==> src/rtl/rv_decode_exec_unit.sv <==
// Decode, control generation and ALU slice of a multicycle RV32I-subset datapath.
// Optional feature: define OPT_BNE_EN to add bne (branch funct3 001) support.
module rv_decode_exec_unit #(
  parameter logic [3:0] ST_DECODE = 4'b0001,
  parameter logic [3:0] ST_EXEC   = 4'b0101
) (
  input  logic        clk,
  input  logic        rst,
  input  logic [3:0]  estado,
  input  logic [31:0] instrucao,
  input  logic [31:0] ler_dados1,
  input  logic [31:0] ler_dados2,
  output logic [6:0]  opcode,
  output logic [4:0]  rd,
  output logic [4:0]  rs1,
  output logic [4:0]  rs2,
  output logic [2:0]  funct3,
  output logic [6:0]  funct7,
  output logic [11:0] imediato,
  output logic        negativo,
  output logic [2:0]  tipo,
  output logic        regiwrite,
  output logic        memwrite,
  output logic        memread,
  output logic        memtoreg,
  output logic        alusrc,
  output logic        branch,
  output logic [3:0]  alucontrol,
  output logic        is_lb,
  output logic        is_sb,
  output logic        aluresult1,
  output logic [31:0] aluresult2,
  output logic        pcsrc
);

  localparam logic [2:0] TipoR      = 3'd0;
  localparam logic [2:0] TipoI      = 3'd1;
  localparam logic [2:0] TipoLoad   = 3'd2;
  localparam logic [2:0] TipoStore  = 3'd3;
  localparam logic [2:0] TipoBranch = 3'd4;
  localparam logic [2:0] TipoInv    = 3'd7;

  localparam logic [3:0] AluAdd  = 4'b0010;
  localparam logic [3:0] AluSub  = 4'b0110;
  localparam logic [3:0] AluXor  = 4'b0100;
  localparam logic [3:0] AluSrl  = 4'b0101;
  localparam logic [3:0] AluNone = 4'b1111;

  logic [6:0]  opcode_q, funct7_q;
  logic [4:0]  rd_q, rs1_q, rs2_q;
  logic [2:0]  funct3_q, tipo_q, tipo_d;
  logic [11:0] imediato_q, imediato_d;
  logic        negativo_q;
  logic [31:0] aluresult2_q, result;
  logic        aluresult1_q, pcsrc_q, pcsrc_d;
  logic [31:0] op_b;

  always_comb begin
    unique case (instrucao[6:0])
      7'b0110011: tipo_d = TipoR;
      7'b0010011: tipo_d = TipoI;
      7'b0000011: tipo_d = TipoLoad;
      7'b0100011: tipo_d = TipoStore;
      7'b1100011: tipo_d = TipoBranch;
      default:    tipo_d = TipoInv;
    endcase
  end

  always_comb begin
    imediato_d = 12'h000;
    unique case (tipo_d)
      TipoI, TipoLoad: imediato_d = instrucao[31:20];
      TipoStore:       imediato_d = {instrucao[31:25], instrucao[11:7]};
      TipoBranch:      imediato_d = {instrucao[31], instrucao[7], instrucao[30:25],
                                     instrucao[11:8]};
      default:         imediato_d = 12'h000;
    endcase
  end

  // Control is derived from the latched fields so it stays stable from EX onward.
  always_comb begin
    regiwrite  = 1'b0;
    memwrite   = 1'b0;
    memread    = 1'b0;
    memtoreg   = 1'b0;
    alusrc     = 1'b0;
    branch     = 1'b0;
    is_lb      = 1'b0;
    is_sb      = 1'b0;
    alucontrol = AluNone;
    unique case (tipo_q)
      TipoR: begin
        regiwrite = 1'b1;
        if (funct3_q == 3'b000 && funct7_q == 7'b0100000)   alucontrol = AluSub;
        else if (funct3_q == 3'b000 && funct7_q == 7'd0)    alucontrol = AluAdd;
        else if (funct3_q == 3'b100)                        alucontrol = AluXor;
        else if (funct3_q == 3'b101 && funct7_q == 7'd0)    alucontrol = AluSrl;
      end
      TipoI: begin
        regiwrite = 1'b1;
        alusrc    = 1'b1;
        if (funct3_q == 3'b000) alucontrol = AluAdd;
      end
      TipoLoad: begin
        regiwrite  = 1'b1;
        memread    = 1'b1;
        memtoreg   = 1'b1;
        alusrc     = 1'b1;
        is_lb      = (funct3_q == 3'b000);
        alucontrol = AluAdd;
      end
      TipoStore: begin
        memwrite   = 1'b1;
        alusrc     = 1'b1;
        is_sb      = (funct3_q == 3'b000);
        alucontrol = AluAdd;
      end
      TipoBranch: begin
        branch = 1'b1;
        if (funct3_q == 3'b000) alucontrol = AluSub;
`ifdef OPT_BNE_EN
        if (funct3_q == 3'b001) alucontrol = AluSub;
`endif
      end
      default: ;
    endcase
  end

  assign op_b = alusrc ? {{20{negativo_q}}, imediato_q} : ler_dados2;

  always_comb begin
    unique case (alucontrol)
      AluAdd:  result = ler_dados1 + op_b;
      AluSub:  result = ler_dados1 - op_b;
      AluXor:  result = ler_dados1 ^ op_b;
      AluSrl:  result = ler_dados1 >> op_b[4:0];
      default: result = 32'h0;
    endcase
  end

  // Unsupported branch funct3 decode to NONE and must never be taken.
  always_comb begin
`ifdef OPT_BNE_EN
    pcsrc_d = branch && (alucontrol == AluSub) &&
              ((funct3_q == 3'b001) ? (result != 32'h0) : (result == 32'h0));
`else
    pcsrc_d = branch && (alucontrol == AluSub) && (result == 32'h0);
`endif
  end

  always_ff @(posedge clk or negedge rst) begin
    if (!rst) begin
      opcode_q     <= 7'd0;
      rd_q         <= 5'd0;
      rs1_q        <= 5'd0;
      rs2_q        <= 5'd0;
      funct3_q     <= 3'd0;
      funct7_q     <= 7'd0;
      negativo_q   <= 1'b0;
      tipo_q       <= TipoInv;
      imediato_q   <= 12'h000;
      aluresult2_q <= 32'h0;
      aluresult1_q <= 1'b0;
      pcsrc_q      <= 1'b0;
    end else begin
      if (estado == ST_DECODE) begin
        opcode_q   <= instrucao[6:0];
        rd_q       <= instrucao[11:7];
        rs1_q      <= instrucao[19:15];
        rs2_q      <= instrucao[24:20];
        funct3_q   <= instrucao[14:12];
        funct7_q   <= instrucao[31:25];
        negativo_q <= instrucao[31];
        tipo_q     <= tipo_d;
        imediato_q <= imediato_d;
      end
      if (estado == ST_EXEC) begin
        aluresult2_q <= result;
        aluresult1_q <= (result == 32'h0);
        pcsrc_q      <= pcsrc_d;
      end
    end
  end

  assign opcode     = opcode_q;
  assign rd         = rd_q;
  assign rs1        = rs1_q;
  assign rs2        = rs2_q;
  assign funct3     = funct3_q;
  assign funct7     = funct7_q;
  assign negativo   = negativo_q;
  assign tipo       = tipo_q;
  assign imediato   = imediato_q;
  assign aluresult2 = aluresult2_q;
  assign aluresult1 = aluresult1_q;
  assign pcsrc      = pcsrc_q;

endmodule

==> config.mk <==
export PLATFORM = sky130hd
export DESIGN_NAME = rv_decode_exec_unit
export DESIGN_NICKNAME = d
export VERILOG_FILES = /design/src/rtl/rv_decode_exec_unit.sv
export SDC_FILE = /design/constraint.sdc
export NUM_CORES = 1
export LEC_CHECK = 0
export ABC_AREA = 0
export BUFFER_PORTS_ARGS = -buffer_cell sky130_fd_sc_hd__clkbuf_2
export CAP_MARGIN = 0
export CORE_MARGIN = 1.5
export CORE_UTILIZATION = 30
export DETAILED_ROUTE_END_ITERATION = 10
export GPL_ROUTABILITY_DRIVEN = 0
export PLACE_DENSITY_LB_ADDON = 0.1
export SLEW_MARGIN = 0
export SYNTH_ARGS = -nofsm -noshare
export SYNTH_HDL_FRONTEND = slang
export SYNTH_SLANG_ARGS = --single-unit
==> constraint.sdc <==
create_clock -name clk -period 5.75 [get_ports clk]
set_input_delay 0.575 -clock clk [delete_from_list [all_inputs] [get_ports clk]]
set_output_delay 0.575 -clock clk [all_outputs]
set_load 0.02 [all_outputs]
## Word-level counts from Yosys, hierarchy flattened

Index checks and enable logic that the tools add are counted.

| word-level totals | value |
|---|---|
| register bits | 82 |

| operators by class | value |
|---|---|
| bitwise operators | 1 |
| $add $sub $neg | 2 |
| reductions and logical operators | 13 |
| equality and inequality tests | 22 |
| shift-type cells | 1 |
| muxes and demuxes | 18 |

Operator list:

| cell | count |
|---|---|
| $pmux 32 s4 | 1 |
| $pmux 12 s3 | 1 |
| $add 32x32->32 | 1 |
| $logic_not 32->1 | 1 |
| $mux 32 | 1 |
| $shr 32x5->32 | 1 |
| $sub 32x32->32 | 1 |
| $xor 32x32->32 | 1 |
| $mux 4 | 6 |
| $eq 7x6->1 const B | 3 |
| $eq 4x3->1 const B | 4 |
| $pmux 4 s4 | 1 |
| $pmux 3 s5 | 1 |
| $eq 3x2->1 const B | 4 |
| $eq 3x3->1 const B | 4 |
| $eq 7x2->1 const B | 1 |
| $eq 7x5->1 const B | 1 |
| $eq 7x7->1 const B | 1 |
| $logic_not 7->1 | 1 |
| $mux 1 | 7 |
| $eq 3x1->1 const B | 2 |
| $logic_not 3->1 | 2 |
| $reduce_or 3->1 | 2 |
| $logic_and 1x1->1 | 5 |
| other kinds (3) | 4 |

## Depth between registers and ports, before layout

Gate-level depths: netlist (run 1).

| depth | value |
|---|---|
| depth after elaboration | 11 |
| gate-level depth with buffers | 27 |
| depth with buffers taken out | 24 |

## Worst setup path before layout (run 1)

OpenSTA, ideal clock, no wires.

| timing | value |
|---|---|
| path type | reg-to-reg |
| start | reg tipo_q[1] (netlist: tipo[1]) |
| end | reg pcsrc_q (netlist: pcsrc) |
| stages on the path, launching flop included | 26 |
| path buffers | 5 |
| setup slack | 0.369 ns |
| data arrival time | 5.315 ns |
| cells stage by stage | dfstp_2 o21bai_2 buf_6 inv_8 mux2i_4 buf_6 buf_2 buf_1 ha_1 o211ai_1 o31ai_1 xnor2_1 a21boi_0 ha_1 clkbuf_1 nand3_1 or2_2 a211o_1 and4_1 o211ai_1 a21o_1 xor2_1 a221oi_1 and4b_1 nand4_1 nand2_1 |

| between the ends | value |
|---|---|
| cells in the longest elaborated chain, start to end | 8 |
| elaborated cells on any way between the ends | 23 |
| classes of those cells | add/sub (2); eq/ne (8); shift (1); mux (5); bitwise (1); reduce/logical (6) |

Ends and longest elaborated chain:

| element | RTL line | source |
|---|---|---|
| from (decl) | 51 | `logic [2:0] funct3_q, tipo_q, tipo_d;` |
| from (signal assigned) | 160 | `tipo_q <= TipoInv;` |
| from (signal assigned) | 174 | `tipo_q <= tipo_d;` |
| $eq 3x1->1 or $eq 3x2->1 (tied branches) | 91 | `unique case (tipo_q)` |
| $reduce_or 3->1 (no source line) | -- |  |
| $mux 1 | 91 |  |
| $mux 32 | 129 | `assign op_b = alusrc ? {{20{negativo_q}}, imediato_q} : ler_dados2;` |
| $sub 32x32->32, or another cell as far along | 134 | `AluSub: result = ler_dados1 - op_b;` |
| $pmux 32 s4 | 132 | `unique case (alucontrol)` |
| $logic_not 32->1 | 147 | `pcsrc_d = branch && (alucontrol == AluSub) && (result == 32'h0);` |
| $logic_and 1x1->1 (*) | 147 |  |
| to (signal assigned) | 180 | `pcsrc_q <= pcsrc_d;` |
| to (decl) | 55 | `logic aluresult1_q, pcsrc_q, pcsrc_d;` |

Every way passes the cells marked *; elsewhere a longest branch is shown, timed or not.
A chain may end at the register's enable or synchronous reset.

## Worst setup path after layout (run 1)

| timing | value |
|---|---|
| start | reg tipo_q[1] (netlist: tipo[1]) |
| end | reg aluresult1_q (netlist: aluresult1) |

| between the ends | value |
|---|---|
| cells in the longest elaborated chain, start to end | 7 |
| elaborated cells on any way between the ends | 20 |
| classes of those cells | add/sub (2); eq/ne (8); shift (1); mux (4); bitwise (1); reduce/logical (4) |

Ends and longest elaborated chain:

| element | RTL line | source |
|---|---|---|
| $eq 3x1->1 or $eq 3x2->1 (tied branches) | 91 |  |
| $reduce_or 3->1 (no source line) | -- |  |
| $mux 1 | 91 |  |
| $mux 32 | 129 |  |
| $sub 32x32->32, or another cell as far along | 134 |  |
| $pmux 32 s4 (*) | 132 |  |
| $logic_not 32->1 (*) | 179 | `aluresult1_q <= (result == 32'h0);` |
| to (signal assigned) | 179 |  |
| to (decl) | 55 |  |

Marks and branches as above.

==> results of run 1 <==
flip-flops by register name, indices dropped and copies added, names as in the netlist:
register	cells
aluresult2	32
imediato	12
funct7	7
opcode	7
rd	5
rs1	5
rs2	5
funct3	3
tipo	3
aluresult1	1
pcsrc	1
report_power, final:
part | internal, mW | total, mW | switching [mW]
combinational | 1.05 | 2.77 | 1.72
clock | 0.399 | 0.656 | 0.257
sequential | 0.738 | 0.881 | 0.144
per-stage QoR:
| stage | setup slack [ps] | utilization [%] | cell area, um2 | setup TNS (ps) | hold WS (ps) |
|---|---|---|---|---|---|
| floorplan | 369 | - | 9840 | 0 | 279 |
| finish | 240 | 36.2 | 11700 | 0 | 193 |
| detailed placement | 75.0 | 34.8 | 11300 | 0 | 459 |
| global placement | 162 | 34.8 | 11300 | 0 | 459 |
| global route | -2.65 | 36.2 | 11700 | -2.65 | 233 |
| CTS | 52.7 | 35.9 | 11600 | 0 | 212 |
critical path, delay by kind of cell (launching register included):
kind            cells  cell delay, ps
simple gates        5             870
compound gates      9            2140
flops               1             630
fa+ha+maj           2             630
xor+xnor            1             220
buf+inv             3             480
mux                 1             430
logic make-up (layout without fill, tap and decap cells):
kind of cell,Yosys count,after routing
AND/OR/NAND/NOR,402,402
AO/OA/AOI/OAI,355,355
multiplexers,188,188
buffers and inverters,101,275
flip-flops,81,81
XOR/XNOR,79,79
adder cells (fa/ha/maj),33,33
other,0,1
layer usage:
layer	track usage (%)	vias up	routed length, um
li1	-	4934	-
met1	33.4	4953	19000
met2	40.0	479	18900
met3	6.97	87	3680
met4	12.5	4	2240
met5	0	-	22
timing repair:
item / in CTS / in global routing
resized for setup: 0 / 11
hold buffers: 0 / 0
setup endpoints to repair: 0 / 2
buffers inserted: 0 / 7
hold endpoints to repair: 0 / 0
worst max-delay path by stage:
stage / to / from
final: aluresult1 / tipo[1]
after floorplan: pcsrc / tipo[1]
after CTS: aluresult1 / tipo[2]
after global placement: aluresult1 / funct7[1]
after detailed placement: pcsrc / tipo[2]
after global routing: aluresult1 / tipo[1]
area by class of cell:
class	instances	area (um2)	area share [%]
multi-input combinational	1057	7400	63.2
sequential	81	2030	17.3
timing repair buffer	239	1310	11.2
tap	442	553	4.72
clock buffer	10	239	2.04
clock inverter	6	95.1	0.812
inverter	20	82.6	0.705
antenna	1	2.50	0.0214
cells in the final DEF, fill, tap and decap left out, types with 16 or more instances in the layout:
| cell type | count |
|---|---|
| xnor2_1 | 47 |
| clkbuf_2 | 194 |
| nor2_1 | 112 |
| nand2b_1 | 16 |
| a31oi_1 | 19 |
| dfrtp_1 | 78 |
| xor2_1 | 32 |
| inv_1 | 17 |
| mux2_2 | 56 |
| nand2_1 | 129 |
| nor3_1 | 31 |
| buf_4 | 44 |
| nand3_1 | 22 |
| o21ai_0 | 70 |
| ha_1 | 32 |
| mux2i_1 | 122 |
| a21oi_1 | 116 |
==> flow_summary.ini, run 1 <==
[outcome]
status = completed

[clock_tree]
cts_buffers = 9
clkTransAtPathRegs_ps = 70
cts_sinks = 81
cts_tree = yes
cts_buffer_depth = 2
htreeDepth = 3
clock_latency_ps = 360
cts-root-buf = clkbuf_16

[floorplanning]
die_y_um = 184
start_util_pct = 30.4
coreArea_mm2 = 0.0324
die_area_mm2 = 0.0339
row_count = 66
fp.dieW_um = 184
pin_count = 196

[grt]
grt_pass1_wl_mm = 65.5
grt_usage_pct = 25.9
grt-ovfl-total = 0
grt_pass1_vias = 10200
grt_max_degree = 62
antenna_found_initial = 4

[synthesis]
synth.most_common_cell = nand2_1
synthAdderAreaFrac_pct = 4.27
synthDistinctLibCells = 89
yosys.area_share.simple_pct = 19.2
synth_top_family_by_area = compound AO/OA/AOI/OAI gates
avgSynthCellArea_um2 = 7.94
synthTopCellsByCount = nand2_1 (130), mux2i_1 (123), a21oi_1 (117), nor2_1 (112), dfrtp_1 (78)
synth-xor-area-share_pct = 7.03
synth_nets = 1374
synth_ff_type = dfrtp_1
synth_seq_area_share_pct = 20.6
synth_top_area_share_pct = 19.8
synth_edf_count = 0
ys_top_cells_by_area = dfrtp_1 (20%), mux2i_1 (13%), mux2_2 (6.4%), a21oi_1 (6.0%), nand2_1 (5.0%)
ys_async_sr_fraction_pct = 100
synthesis.instances = 1239
synth-compound-area-share_pct = 23.3
syn_area_mm2 = 0.00984
synth_area_leader_cell = dfrtp_1
ys_ff_latch = 81
ys_warn_count = 0
synthMuxAreaShare_pct = 20.7

[place]
hpwlAfterDp_mm = 35.3
numPortBuffers = 195
placedCellCount = 1832

[cells_and_area]
drive_above_1_share_pct = 24.7
final_nets = 1543
fill_cells = 3518
final_cells = 1856
area_delta_synth_final_pct = 19.1

[timing]
hold_viol_final = 0
maxSlewViolCount = 0
relSlewSlack_pct = 14.6
timing.final.crit_share_pct = 95.8
finalSetupViolCount = 0
max_freq_mhz = 181
finClkSkew_ps = 15.2
worst-slew-pin-transition_ps = 1270
fin_crit_ps = 5510

[critical_path]
r2r_slack_ps = 240
crit_path_max_incr_delay_ps = 630
arrival_ps = 5790
end_kind = flip-flop
r2r-start = tipo[1]
cp_max_fo = 10
critical-path-slowest-cell = dfstp_2
worstPathRequired_ps = 6030
critPathKind = reg2reg
startpoint_type = flip-flop
path_cells = o21bai_4 -> inv_8 -> mux2_2 -> inv_2 -> ha_1 -> buf_4 -> nand2_1 -> o21ai_0 -> xnor2_1 -> ha_1 -> a21o_1 -> o2bb2ai_1 -> o21a_1 -> o31ai_2 -> a211o_1 -> nand3_1 -> a2111oi_4 -> nand4_1 -> nor4_2 -> nand2_1 -> o21ai_1
rr_worst_depth = 21
r2r_end = aluresult1

[run]
cap_violations = 0

[detailed_routing]
drt_iter0_markers = 936
remaining_drc_errors = 0
via_per_inst = 5.63
drt.antenna.violating_nets = 0
wl_mm = 43.8
post_drt_wl_per_cell_um = 23.6
vias = 10500
first_pass_iters = 5

[pwr]
irDropWorstVdd_mv = 0.155
power_density_mw_per_mm2 = 367
p_total_mw = 4.31
static-leakage-power_nw = 5.23

[hold_path]
hp-class = in2async
Note: power is estimated with default switching activity, not from simulation.
==> run 2: changes to the inputs <==
Settings changed: MAX_ROUTING_LAYER from default to met4.
==> flow_summary.ini, run 2 (synthesis gave the netlist of run 1 again) <==
[cells_and_area]
layout_commonest_cell = clkbuf_2
final_nets = 1543
largest_reg_flops = 32
drive_above_1_share_pct = 24.7
area_delta_synth_final_pct = 19.1
final_cell_mix = clkbuf_2 (194), nand2_1 (129), mux2i_1 (122), a21oi_1 (116), nor2_1 (112)

[floorplanning]
coreArea_mm2 = 0.0324
die_area_mm2 = 0.0339
start_util_pct = 30.4
pin_count = 196
die_y_um = 184
fp.dieW_um = 184
row_count = 66

[critical_path]
worstPathRequired_ps = 6030
cp_max_fo = 10
critPathKind = reg2reg
arrival_ps = 5820
rr_worst_depth = 21
end_kind = flip-flop
startpoint_type = flip-flop

[clock_tree]
cts.hold.buffers_added = 0
cts_tree = yes
htreeDepth = 3
cts_sinks = 81
clock_latency_ps = 360
cts_buffer_depth = 2
clkTransAtPathRegs_ps = 70
cts_buffers = 9
cts-root-buf = clkbuf_16

[timing]
timing.final.crit_share_pct = 96.3
worst-slew-pin-transition_ps = 1210
max_freq_mhz = 181
relSlewSlack_pct = 19.0
fin_crit_ps = 5540
maxSlewViolCount = 0
finClkSkew_ps = 13.9
hold_viol_final = 0
finalSetupViolCount = 0
tns_ps = 0

[outcome]
status = completed

[grt]
grt_usage_pct = 26.7
grt_pass1_vias = 10300
antenna_found_initial = 3
grt-ovfl-total = 0
grt_pass1_wl_mm = 65.4
grt_max_degree = 62

[detailed_routing]
vias = 10500
drt_iter0_markers = 848
post_drt_wl_per_cell_um = 23.6
drt.antenna.violating_nets = 0
wl_mm = 43.8
via_per_inst = 5.64
remaining_drc_errors = 0
first_pass_iters = 5

[place]
numPortBuffers = 195
hpwlAfterDp_mm = 35.3

[pwr]
static-leakage-power_nw = 5.23
power_density_mw_per_mm2 = 367
p_total_mw = 4.31
irDropWorstVdd_mv = 0.155

[hold_path]
hp-class = in2async

[run]
cap_violations = 0
==> run 2: report_power, final <==
part	switching, mW	internal [mW]	leakage (nW)	total, mW
clock	0.258	0.399	0.165	0.656
sequential	0.144	0.738	1.01	0.882
combinational	1.72	1.05	4.06	2.77
==> run 2: path summary, 6_finish.rpt <==
kind                       slack [ps]        endpoint           start
max                               210      aluresult1         tipo[1]
min                               190   aluresult2[0]             rst
max reg2reg                       210      aluresult1         tipo[1]
min reg2reg                       470  aluresult2[28]  aluresult2[28]
max in group asynchronous        4540     imediato[9]             rst
min in group clk                  450          rs1[0]   instrucao[15]
==> run 2: critical path: stages, from the launching register on <==
cell       delay (ps)
dfstp_2           640
o21bai_4          140
inv_8             120
mux2_2            430
inv_2             200
ha_1              230
buf_4             150
nand2_1            40
o21ai_0           210
xnor2_1           210
ha_1              390
a21o_1            230
o2bb2ai_1         220
o21a_1            240
o31ai_2           380
a211o_1           180
nand3_1           190
a2111oi_4         460
nand4_1           260
nor4_2            310
nand2_1            80
o21ai_1           120
==> run 2: through the flow <==
| step | hold WS, ps | instance area, um2 | util, % | worst slack, ps | cells |
|---|---|---|---|---|---|
| after floorplan | 279 | 9840 | - | 369 | 1239 |
| after global placement | 459 | 11300 | 34.8 | 162 | 1832 |
| after global routing | 233 | 11700 | 36.2 | -3.17 | 1858 |
| final | 192 | 11700 | 36.2 | 212 | 1858 |
| after CTS | 212 | 11600 | 35.9 | 52.7 | 1848 |
| after detailed placement | 459 | 11300 | 34.8 | 75.0 | 1832 |
==> run 2: metal layers <==
layer | global-route usage [%] | vias up | routed length (um)
met3 | 6.05 | 85 | 3500
met2 | 39.7 | 498 | 18700
met4 | 13.1 | 0 | 2380
met1 | 34.0 | 4964 | 19300
li1 | - | 4938 | -
met5 | - | - | 0
==> run 2: area by class of cell <==
| class | count | area [um2] |
|---|---|---|
| timing repair buffer | 239 | 1310 |
| clock buffer | 10 | 239 |
| clock inverter | 6 | 95.1 |
| multi-input combinational | 1057 | 7400 |
| inverter | 20 | 82.6 |
| sequential | 81 | 2030 |
| fill | 3517 | 20600 |
| antenna | 3 | 7.51 |
| tap | 442 | 553 |
==> run 2: what timing repair did <==
action | in CTS | in global routing
buffers inserted | 0 | 7
setup endpoints to repair | 0 | 2
resized for setup | 0 | 11
==> run 3: changes to the inputs <==
Clock period 5.75 ns to 7 ns, I/O delays scaled along.
==> flow_summary.ini, run 3 (synthesis gave the netlist of run 1 again) <==
[outcome]
status = completed

[clock_tree]
htreeDepth = 3
cts_setup_buffers = 0
cts-root-buf = clkbuf_16
cts_buffer_depth = 2
cts_sinks = 81
clkTransAtPathRegs_ps = 70
cts_tree = yes
cts_buffers = 9
cts.hold.buffers_added = 0
clock_latency_ps = 360

[cells_and_area]
final_cell_mix = clkbuf_2 (194), nand2_1 (130), mux2i_1 (123), a21oi_1 (117), nor2_1 (111)
largest_reg_flops = 32
final_nets = 1520
drive_above_1_share_pct = 22.9
fill_cells = 3579
area_delta_synth_final_pct = 16.8
layout_commonest_cell = clkbuf_2

[pwr]
static-leakage-power_nw = 5.11
p_total_mw = 3.45
irDropWorstVdd_mv = 0.132
power_density_mw_per_mm2 = 300

[timing]
timing.final.crit_share_pct = 94.2
relSlewSlack_pct = 32.4
maxSlewViolCount = 0
finClkSkew_ps = 12.5
finalSetupViolCount = 0
max_freq_mhz = 152
worst-slew-pin-transition_ps = 1010
fin_crit_ps = 6590
fin_ws_ps = 409
rsz0062_at_grt = false
hold_viol_final = 0
tns_ps = 0

[place]
hpwlAfterDp_mm = 35.1
numPortBuffers = 195
place_ws_ps = 456

[critical_path]
path_cells = o21bai_4 -> inv_8 -> mux2_2 -> inv_2 -> ha_1 -> o211ai_1 -> o31ai_1 -> xnor2_1 -> a21boi_0 -> ha_1 -> nand3_1 -> or2_2 -> a211o_1 -> and4_1 -> o211ai_1 -> a21o_1 -> xor2_1 -> a221oi_1 -> and4b_1 -> nand4_1 -> nand2_1
startpoint_type = flip-flop
cp_max_fo = 48
r2r-start = tipo[0]
arrival_ps = 6890
r2r_end = pcsrc
worstPathRequired_ps = 7300
critPathKind = reg2reg
critical-path-slowest-cell = dfstp_2
r2r_slack_ps = 410
cp_top_family = compound AO/OA/AOI/OAI gates
crit_buf_inv = 2
crit_path_max_incr_delay_ps = 690
end_kind = flip-flop
rr_worst_depth = 21

[floorplanning]
coreArea_mm2 = 0.0324
die_y_um = 184
start_util_pct = 30.4
row_count = 66
pin_count = 196
fp.dieW_um = 184
die_area_mm2 = 0.0339

[grt]
grt_usage_pct = 26.3
grt_max_degree = 62
grt_pass1_vias = 10200
antenna_found_initial = 2
grt_pass1_wl_mm = 64.3
grt-ovfl-total = 0

[detailed_routing]
remaining_drc_errors = 0
vias = 10400
first_pass_iters = 8
wl_mm = 43.4
via_per_inst = 5.69
post_drt_wl_per_cell_um = 23.7
drt.antenna.violating_nets = 0
drt_iter0_markers = 799

[run]
cap_violations = 0

[hold_path]
hp-class = in2async
-- run 3: metrics by stage --
stage          util, %  hold slack, ps  std cells  cell area (um2)
2_1_floorplan        -             404       1239             9840
3_3_place_gp      34.5             462       1816            11200
3_5_place_dp      34.5             469       1816            11200
4_1_cts           35.5             324       1832            11500
5_1_grt           35.5             348       1834            11500
6_report          35.5             309       1834            11500
-- run 3: layout make-up --
| class | instances | area (um2) | area share (%) |
|---|---|---|---|
| Multi-Input combinational cell | 1057 | 7350 | 64.0 |
| Sequential cell | 81 | 2030 | 17.7 |
| Timing Repair Buffer | 216 | 1140 | 9.89 |
| Tap cell | 442 | 553 | 4.81 |
| Clock buffer | 9 | 225 | 1.96 |
| Clock inverter | 7 | 105 | 0.915 |
| Inverter | 20 | 82.6 | 0.719 |
| Antenna cell | 2 | 5.00 | 0.0436 |
-- run 3: report_power, final --
part	switching, mW	leakage [nW]	internal (mW)
clock network	0.220	0.159	0.319
logic	1.37	3.94	0.818
registers	0.118	1.01	0.606
total	1.71	5.11	1.74
-- run 3: worst max-delay path by stage --
| stage | start | to | depth (start not counted) |
|---|---|---|---|
| 4_1_cts | tipo[0] | pcsrc | 20 |
| 2_1_floorplan | tipo[1] | pcsrc | 25 |
| 5_1_grt | tipo[0] | pcsrc | 21 |
| 6_report | tipo[0] | pcsrc | 21 |
| 3_5_place_dp | tipo[0] | pcsrc | 20 |
| 3_3_place_gp | tipo[0] | pcsrc | 20 |
-- run 3: timing repair --
item,4_1_cts,5_1_grt
gates resized for setup,0,1
endpoints found under the hold margin,0,0
setup endpoints to repair,0,1
-- run 3: metal layers --
metal  wire (um)  vias up  global-route usage [%]
met5           0        -                       -
met4        1950        0                    11.8
met3        3700       89                    6.28
met2       19000      519                    39.8
met1       18800     4950                    33.2
li1            -     4886                       -
-- run 3: worst reg2reg max path: cells and delay by family (launching register included) --
kind / cells / cell delay [ps]
compound gates: 8 / 2410
xor+xnor: 2 / 240
fa+ha+maj: 2 / 840
buf+inv: 2 / 540
flops: 1 / 690
mux: 1 / 520
simple gates: 6 / 1290
